===== config.mk =====
export PLATFORM = sky130hd
export DESIGN_NAME = f1_lights_monitor
export DESIGN_NICKNAME = d
export VERILOG_FILES = /design/src/rtl/f1_lights_monitor.sv
export SDC_FILE = /design/constraint.sdc
export NUM_CORES = 1
export LEC_CHECK = 0
export ABC_AREA = 1
export CAP_MARGIN = 20
export CORE_MARGIN = 3
export CORE_UTILIZATION = 25
export CTS_CLUSTER_DIAMETER = 150
export DETAILED_ROUTE_END_ITERATION = 8
export PLACE_DENSITY = 0.49
export SLEW_MARGIN = 20
export SYNTH_ARGS = -nofsm -noshare
export SYNTH_HDL_FRONTEND = slang
export SYNTH_SLANG_ARGS = --single-unit

===== constraint.sdc =====
create_clock -name clk -period 2 [get_ports clk]
set_input_delay 0.4 -clock clk [delete_from_list [all_inputs] [get_ports clk]]
set_output_delay 0.4 -clock clk [all_outputs]
set_load 0.01 [all_outputs]

===== src/rtl/f1_lights_monitor.sv =====
// Start-light bar monitor: validates the thermometer ramp, detects lights-out,
// and measures the driver's reaction time in saturating millisecond ticks.
module f1_lights_monitor #(
   parameter int WIDTH = 8,
   parameter int CNT_W = 16
) (
   input  logic             clk,
   input  logic             rst,
   input  logic [WIDTH-1:0] lights,
   input  logic             btn,
   input  logic             tick,
   output logic [CNT_W-1:0] reaction_ms,
   output logic             result_valid,
   output logic             jump_start,
   output logic             seq_error,
   output logic             busy
);

   typedef enum logic [2:0] {
      ST_IDLE   = 3'd0,
      ST_RAMP   = 3'd1,
      ST_ALL_ON = 3'd2,
      ST_TIMING = 3'd3,
      ST_DONE   = 3'd4,
      ST_FAULT  = 3'd5
   } state_t;

   localparam logic [WIDTH-1:0] LIGHTS_OFF = {WIDTH{1'b0}};
   localparam logic [WIDTH-1:0] LIGHTS_ONE = {{(WIDTH-1){1'b0}}, 1'b1};
   localparam logic [WIDTH-1:0] LIGHTS_ALL = {WIDTH{1'b1}};
   localparam logic [CNT_W-1:0] CNT_ZERO   = {CNT_W{1'b0}};
   localparam logic [CNT_W-1:0] CNT_MAX    = {CNT_W{1'b1}};

   // Increment that sticks at the top instead of wrapping.
   function automatic logic [CNT_W-1:0] sat_inc(input logic [CNT_W-1:0] v);
      if (v == CNT_MAX) begin
         sat_inc = CNT_MAX;
      end else begin
         sat_inc = v + {{(CNT_W-1){1'b0}}, 1'b1};
      end
   endfunction

   state_t           state_r;
   logic [WIDTH-1:0] lights_q_r;
   logic             btn_q_r;
   logic [CNT_W-1:0] cnt_r;

   logic             press_s;
   logic             chg_s;
   logic [WIDTH-1:0] nxt_s;
   logic [CNT_W-1:0] cnt_inc_s;
   logic [CNT_W-1:0] capture_s;

   // Edge detection, expected next ramp step, and the tick-inclusive capture value.
   always_comb begin
      press_s   = btn & ~btn_q_r;
      chg_s     = (lights != lights_q_r);
      nxt_s     = {lights_q_r[WIDTH-2:0], 1'b1};
      cnt_inc_s = sat_inc(cnt_r);
      if (tick) begin
         capture_s = cnt_inc_s;
      end else begin
         capture_s = cnt_r;
      end
   end

   // Sequence FSM with all outputs registered; a press always beats a light change.
   always_ff @(posedge clk or negedge rst) begin
      if (!rst) begin
         state_r      <= ST_IDLE;
         lights_q_r   <= LIGHTS_OFF;
         btn_q_r      <= 1'b0;
         cnt_r        <= CNT_ZERO;
         reaction_ms  <= CNT_ZERO;
         result_valid <= 1'b0;
         jump_start   <= 1'b0;
         seq_error    <= 1'b0;
         busy         <= 1'b0;
      end else begin
         lights_q_r   <= lights;
         btn_q_r      <= btn;
         result_valid <= 1'b0;
         case (state_r)
            ST_IDLE: begin
               if ((lights == LIGHTS_ONE) && chg_s) begin
                  state_r <= ST_RAMP;
                  busy    <= 1'b1;
               end else if (lights != LIGHTS_OFF) begin
                  state_r   <= ST_FAULT;
                  seq_error <= 1'b1;
               end
            end
            ST_RAMP: begin
               if (press_s) begin
                  state_r    <= ST_DONE;
                  jump_start <= 1'b1;
                  busy       <= 1'b0;
               end else if (chg_s) begin
                  if (lights == nxt_s) begin
                     if (lights == LIGHTS_ALL) begin
                        state_r <= ST_ALL_ON;
                     end
                  end else begin
                     state_r   <= ST_FAULT;
                     seq_error <= 1'b1;
                     busy      <= 1'b0;
                  end
               end
            end
            ST_ALL_ON: begin
               if (press_s) begin
                  state_r    <= ST_DONE;
                  jump_start <= 1'b1;
                  busy       <= 1'b0;
               end else if (chg_s) begin
                  if (lights == LIGHTS_OFF) begin
                     state_r <= ST_TIMING;
                     cnt_r   <= CNT_ZERO;
                  end else begin
                     state_r   <= ST_FAULT;
                     seq_error <= 1'b1;
                     busy      <= 1'b0;
                  end
               end
            end
            ST_TIMING: begin
               if (press_s) begin
                  state_r      <= ST_DONE;
                  reaction_ms  <= capture_s;
                  result_valid <= 1'b1;
                  busy         <= 1'b0;
               end else if (lights != LIGHTS_OFF) begin
                  state_r   <= ST_FAULT;
                  seq_error <= 1'b1;
                  busy      <= 1'b0;
               end else if (tick) begin
                  cnt_r <= cnt_inc_s;
               end
            end
            ST_DONE: begin
               if ((lights == LIGHTS_ONE) && chg_s) begin
                  state_r    <= ST_RAMP;
                  jump_start <= 1'b0;
                  busy       <= 1'b1;
               end
            end
            ST_FAULT: begin
               if (lights == LIGHTS_OFF) begin
                  state_r    <= ST_IDLE;
                  seq_error  <= 1'b0;
                  jump_start <= 1'b0;
               end
            end
            default: begin
               state_r    <= ST_IDLE;
               seq_error  <= 1'b0;
               jump_start <= 1'b0;
               busy       <= 1'b0;
            end
         endcase
      end
   end

endmodule

======== Word level (Yosys, flattened, before mapping) ========
Cells that the tools add are included.
cells by class
  $add $sub $neg .......................... 1
  equality and inequality tests ........... 30
  reduce and logical (&&, ||, !) cells .... 14
  muxes and demuxes ....................... 47
  bitwise gates (word level) .............. 5
operators with widths
  operator                 count
  $mux W16                 7
  $mux W3                  12
  $pmux W16 S2             1
  $ne A2 B2 Y1 const B     12
  $mux W1                  23
  $pmux W3 S6              1
  $add A16 B1 Y16 const B  1
  $eq A16 B16 Y1 const B   1
  $ne A3 B3 Y1 const B     5
  $reduce_and A10 Y1       1
  $eq A8 B1 Y1 const B     1
  $eq A8 B8 Y1             1
  $eq A8 B8 Y1 const B     1
  $logic_not A8 Y1         1
  $ne A8 B8 Y1             1
  $reduce_bool A8 Y1       1
  $reduce_and A7 Y1        1
  $eq A3 B2 Y1 const B     2
  $eq A3 B3 Y1 const B     2
  $pmux W1 S6              1
  $reduce_and A6 Y1        1
  $reduce_or A2 Y1         3
  $pmux W1 S5              1
  $reduce_and A5 Y1        1
  11 further kinds         15
word-level totals
  register bits after elaboration ......... 48
  word-level logic and storage cells ...... 106
  output and inout port bits .............. 20

======== Longest topological paths before layout ========
  word-level depth ........................ 6
  depth in mapped cells ................... 12
  gate-level depth less buffers ........... 12

======== Least setup slack after synthesis ========
Ideal clock, no wire load.
  kind .................................... register to register
  start ................................... register cnt_r[0]
  end ..................................... register reaction_ms[12]
  slack ................................... 490 ps
  path buffers ............................ 0
  stages on the path, launching flop included .. 9
  setup time .............................. 132 ps
  arrival ................................. 1378 ps
  path through ............................ dfrtp_1 > ha_1 > nand3_2 > nor3_4 > nand3b_2 > nor2_2 > nand3b_1 > o21ai_0 > o21ai_1
between the ends
  longest elaborated chain between the ends .. 3
RTL lines
  item                                               RTL line  RTL
  start, declared                                    46        logic [CNT_W-1:0] cnt_r;
  start signal, assigned                             137       cnt_r <= cnt_inc_s;
  $add A16 B1 Y16 or $eq A16 B16 Y1 (tied branches)  39, 36
  $mux W16 (*)                                       36        if (v == CNT_MAX) begin
  $mux W16 (*)                                       60        if (tick) begin
  end signal, assigned                               129       reaction_ms <= capture_s;
  end, declared                                      12        output logic [CNT_W-1:0] reaction_ms,
Every way passes the cells marked *; elsewhere a longest branch is shown, timed or not.
A chain may end at the register's enable or synchronous reset.

======== Final worst setup path ========
  start ................................... input port lights[0]
  end ..................................... register cnt_r[0]
between the ends
  longest elaborated chain between the ends .. 3
RTL lines
  item                                        RTL line  RTL
  start, declared                             9         input logic [WIDTH-1:0] lights,
  $ne A8 B8 Y1, or another cell as far along  57        chg_s = (lights != lights_q_r);
  $ne A2 B2 Y1 (no line)                      n/a
  $reduce_and A6 Y1 (no line) (*)             n/a
Marks and branches as above.

==> impl_metrics.py <==
metrics = {
    "run_status": {
        "status": "finished clean",
    },
    "critical_path": {
        "cp_slowest_cell": "clkdlybuf4s50_1",
        "cp-endpoint": "cnt_r[0]",
        "setup.worst_path.end_class": "flop",
        "crit_chain": "clkdlybuf4s50_1 -> inv_1 -> nand4_1 -> nor2_4 -> buf_4 -> nand4_4 -> nand2_1 -> o21ai_1",
        "path_buf_inv": 3,
        "regToRegEndpoint": "reaction_ms[0]",
        "reg2reg_depth": 8,
        "rrSetupSlack_ns": 0.25,
        "crit_path_start_kind": "input pin",
        "cp_top_family": "buffers and inverters",
        "critical_path_arrival_ns": 2.01,
        "r2r_start": "cnt_r[0]",
        "worstSetupPathDepth": 8,
        "slowest_delay_ns": 0.51,
        "cp_max_fo": 16,
        "crit_type": "input pin to flop",
        "critPathRequiredTime_ns": 2.17,
        "crit_start": "lights[0]",
    },
    "sta": {
        "period_needed_ns": 1.84,
        "fmax_mhz": 544,
        "finalCritPeriodShare": 0.919,
        "hold_violations": 0,
        "finClkSkew_ns": 0.00713,
        "rsz0062_at_grt": "false",
        "timing.hold.ws_ns": 0.0908,
        "setup_viol": 0,
        "timing.final.ws_setup_ns": 0.163,
        "drv_slew": 0,
        "maxSlewHeadroom": 0.751,
        "fin_setup_tns_ns": 0,
        "worst_slew_pin_slew_ns": 0.374,
    },
    "drt": {
        "routedWlPerCell_um": 11.4,
        "num_vias": 2539,
        "wirelength_mm": 6.71,
        "dr.pass1.iters": 4,
        "viasPerCell": 4.33,
        "drc": 0,
        "drtIter0Drc": 77,
        "ant_nets": 0,
    },
    "placed_design": {
        "pre_cts_ws_ns": -0.104,
        "dpl.hpwl_mm": 5.05,
        "gp_congestion": 0.890,
        "numPortBuffers": 31,
    },
    "global_route": {
        "grt_antenna_before_repair": 0,
        "grt_pass1_wl_mm": 11.8,
        "grtUsageTotal": 0.113,
        "grt_pass1_vias": 2499,
        "grt_max_degree": 49,
        "grt_overflow_total": 0,
    },
    "cts": {
        "cts_tree": "done",
        "clk-insertion-delay-late_ns": 0.29,
        "clk_pin_slew_ns": 0.07,
        "cts-htree-levels": 2,
        "ctsLongestPathBuffers": 2,
        "ctsResizeCount": 0,
        "numCtsBuffers": 5,
        "cts-root-buf": "clkbuf_16",
        "cts_sinks": 48,
    },
    "floorplanning": {
        "start_util": 0.258,
        "io_pins": 32,
        "die_w_um": 112,
        "rows": 38,
        "die_height_um": 112,
        "coreArea_um2": 10900,
        "die_area_um2": 12600,
    },
    "pwr": {
        "powerDensity_nw_per_um2": 705,
        "p_total_uw": 2560,
        "irDropWorstVdd_uv": 431,
        "p_leak_uw": 0.00186,
    },
    "yosys": {
        "synth_common_cells": "154 x nand2_1, 48 x dfrtp_1, 44 x inv_1, 31 x nor2_1",
        "yosys_warnings": 0,
        "synth.area.top_cells": "dfrtp_1 42%, nand2_1 20%, inv_1 5.8%, nor2_1 4.1%, nand3_1 2.7%",
        "yosysUniqueCellTypes": 41,
        "netlist.area_leader.share": 0.425,
        "yosysSeqAreaShare": 0.425,
        "netlist_instances": 389,
        "synth_area_per_cell_um2": 7.27,
        "synth_edf_count": 0,
        "ys_ff_latch": 48,
        "synth.most_common_cell": "nand2_1",
        "yosysTopAreaCell": "dfrtp_1",
        "synth_async_sr_flop_share": 1.00,
        "syn_nets": 402,
        "synthesis.area_um2": 2830,
        "synth_ff_type": "dfrtp_1",
    },
    "worst_hold_path": {
        "hp-class": "input pin to async pin",
    },
    "flow_run": {
        "cap_viol_max_count": 0,
    },
    "cells_and_area": {
        "drive_above_1_share": 0.128,
        "nets": 458,
        "fin_util": 0.331,
        "diodes": 0,
        "area_delta_synth_final_pct": 28.2,
    },
}
==> flip-flops by register name, indices dropped and copies added (netlist names), 3 cells and up <==
signal and flops:
state_r 3, reaction_ms 16, lights_q_r 8, cnt_r 16
==> final cells by class <==
type                       count  area (um2)
inverter                      49         184
clock inverter                 2        15.0
fill                        1166        7310
multi-input combinational    286        1410
tap                          140         175
timing repair buffer          55         498
sequential                    48        1200
clock buffer                   6         139
==> routing by layer <==
layer	global-route usage	wire [um]	vias up
li1	-	-	1338
met1	0.150	3150	1164
met2	0.188	3300	30
met3	0.0216	169	7
met4	0.0353	88	0
met5	0	0	-
==> power breakdown <==
part	internal (uW)	switching [uW]
combinational	248	341
sequential	1030	64.2
clock	498	375
==> worst min path at each step <==
stage / startpoint / to / slack [ns]
floorplan: rst / btn_q_r / 0.10
global placement: rst / reaction_ms[5] / 0.41
detailed placement: rst / reaction_ms[5] / 0.42
CTS: rst / reaction_ms[6] / 0.10
global route: rst / reaction_ms[6] / 0.11
finish: rst / reaction_ms[5] / 0.09
==> what timing repair did <==
item	in CTS	in global routing
setup endpoints to repair	0	1
hold endpoints to repair	0	0
setup buffers	0	3
hold buffers	0	0
==> cell usage in the layout, fill, tap and decap left out, drive strengths merged <==
master	n
nand2	157
inv	49
dfrtp	48
nor2	36
clkdlybuf4s50	30
o21ai	27
buf	25
nand3	18
nand4	13
xnor2	8
clkbuf	6
nor3	5
xor2	4
nand3b	4
or2	4
clkinvlp	2
mux2i	1
o211ai	1
a41oi	1
o21a	1
a21oi	1
o21bai	1
a31oi	1
a21o	1
o31ai	1
ha	1
==> worst register-to-register path, stage by stage, from the launching register on <==
cell and delay, ns:
dfrtp_1 0.41, ha_1 0.24, nand3_2 0.12, nor3_4 0.22, nand3_1 0.22, buf_4 0.23
nand2_1 0.06, inv_1 0.06, o21ai_1 0.12
==> through the flow <==
step           cells  area (um2)
2_1_floorplan    389        2830
3_3_place_gp     575        3450
3_5_place_dp     575        3450
4_1_cts          583        3600
5_1_grt          586        3620
6_report         586        3620
==> cells by family (layout without fill, tap and decap cells) <==
| family | count (synthesis) | after routing | synth area share |
|---|---|---|---|
| simple gates | 237 | 237 | 0.385 |
| buf+inv | 55 | 112 | 0.0757 |
| flops | 48 | 48 | 0.425 |
| compound gates | 35 | 35 | 0.0695 |
| xor+xnor | 12 | 12 | 0.0372 |
| fa+ha+maj | 1 | 1 | 0.00443 |
| mux | 1 | 1 | 0.00354 |
Power figures use the tool's default switching activity.
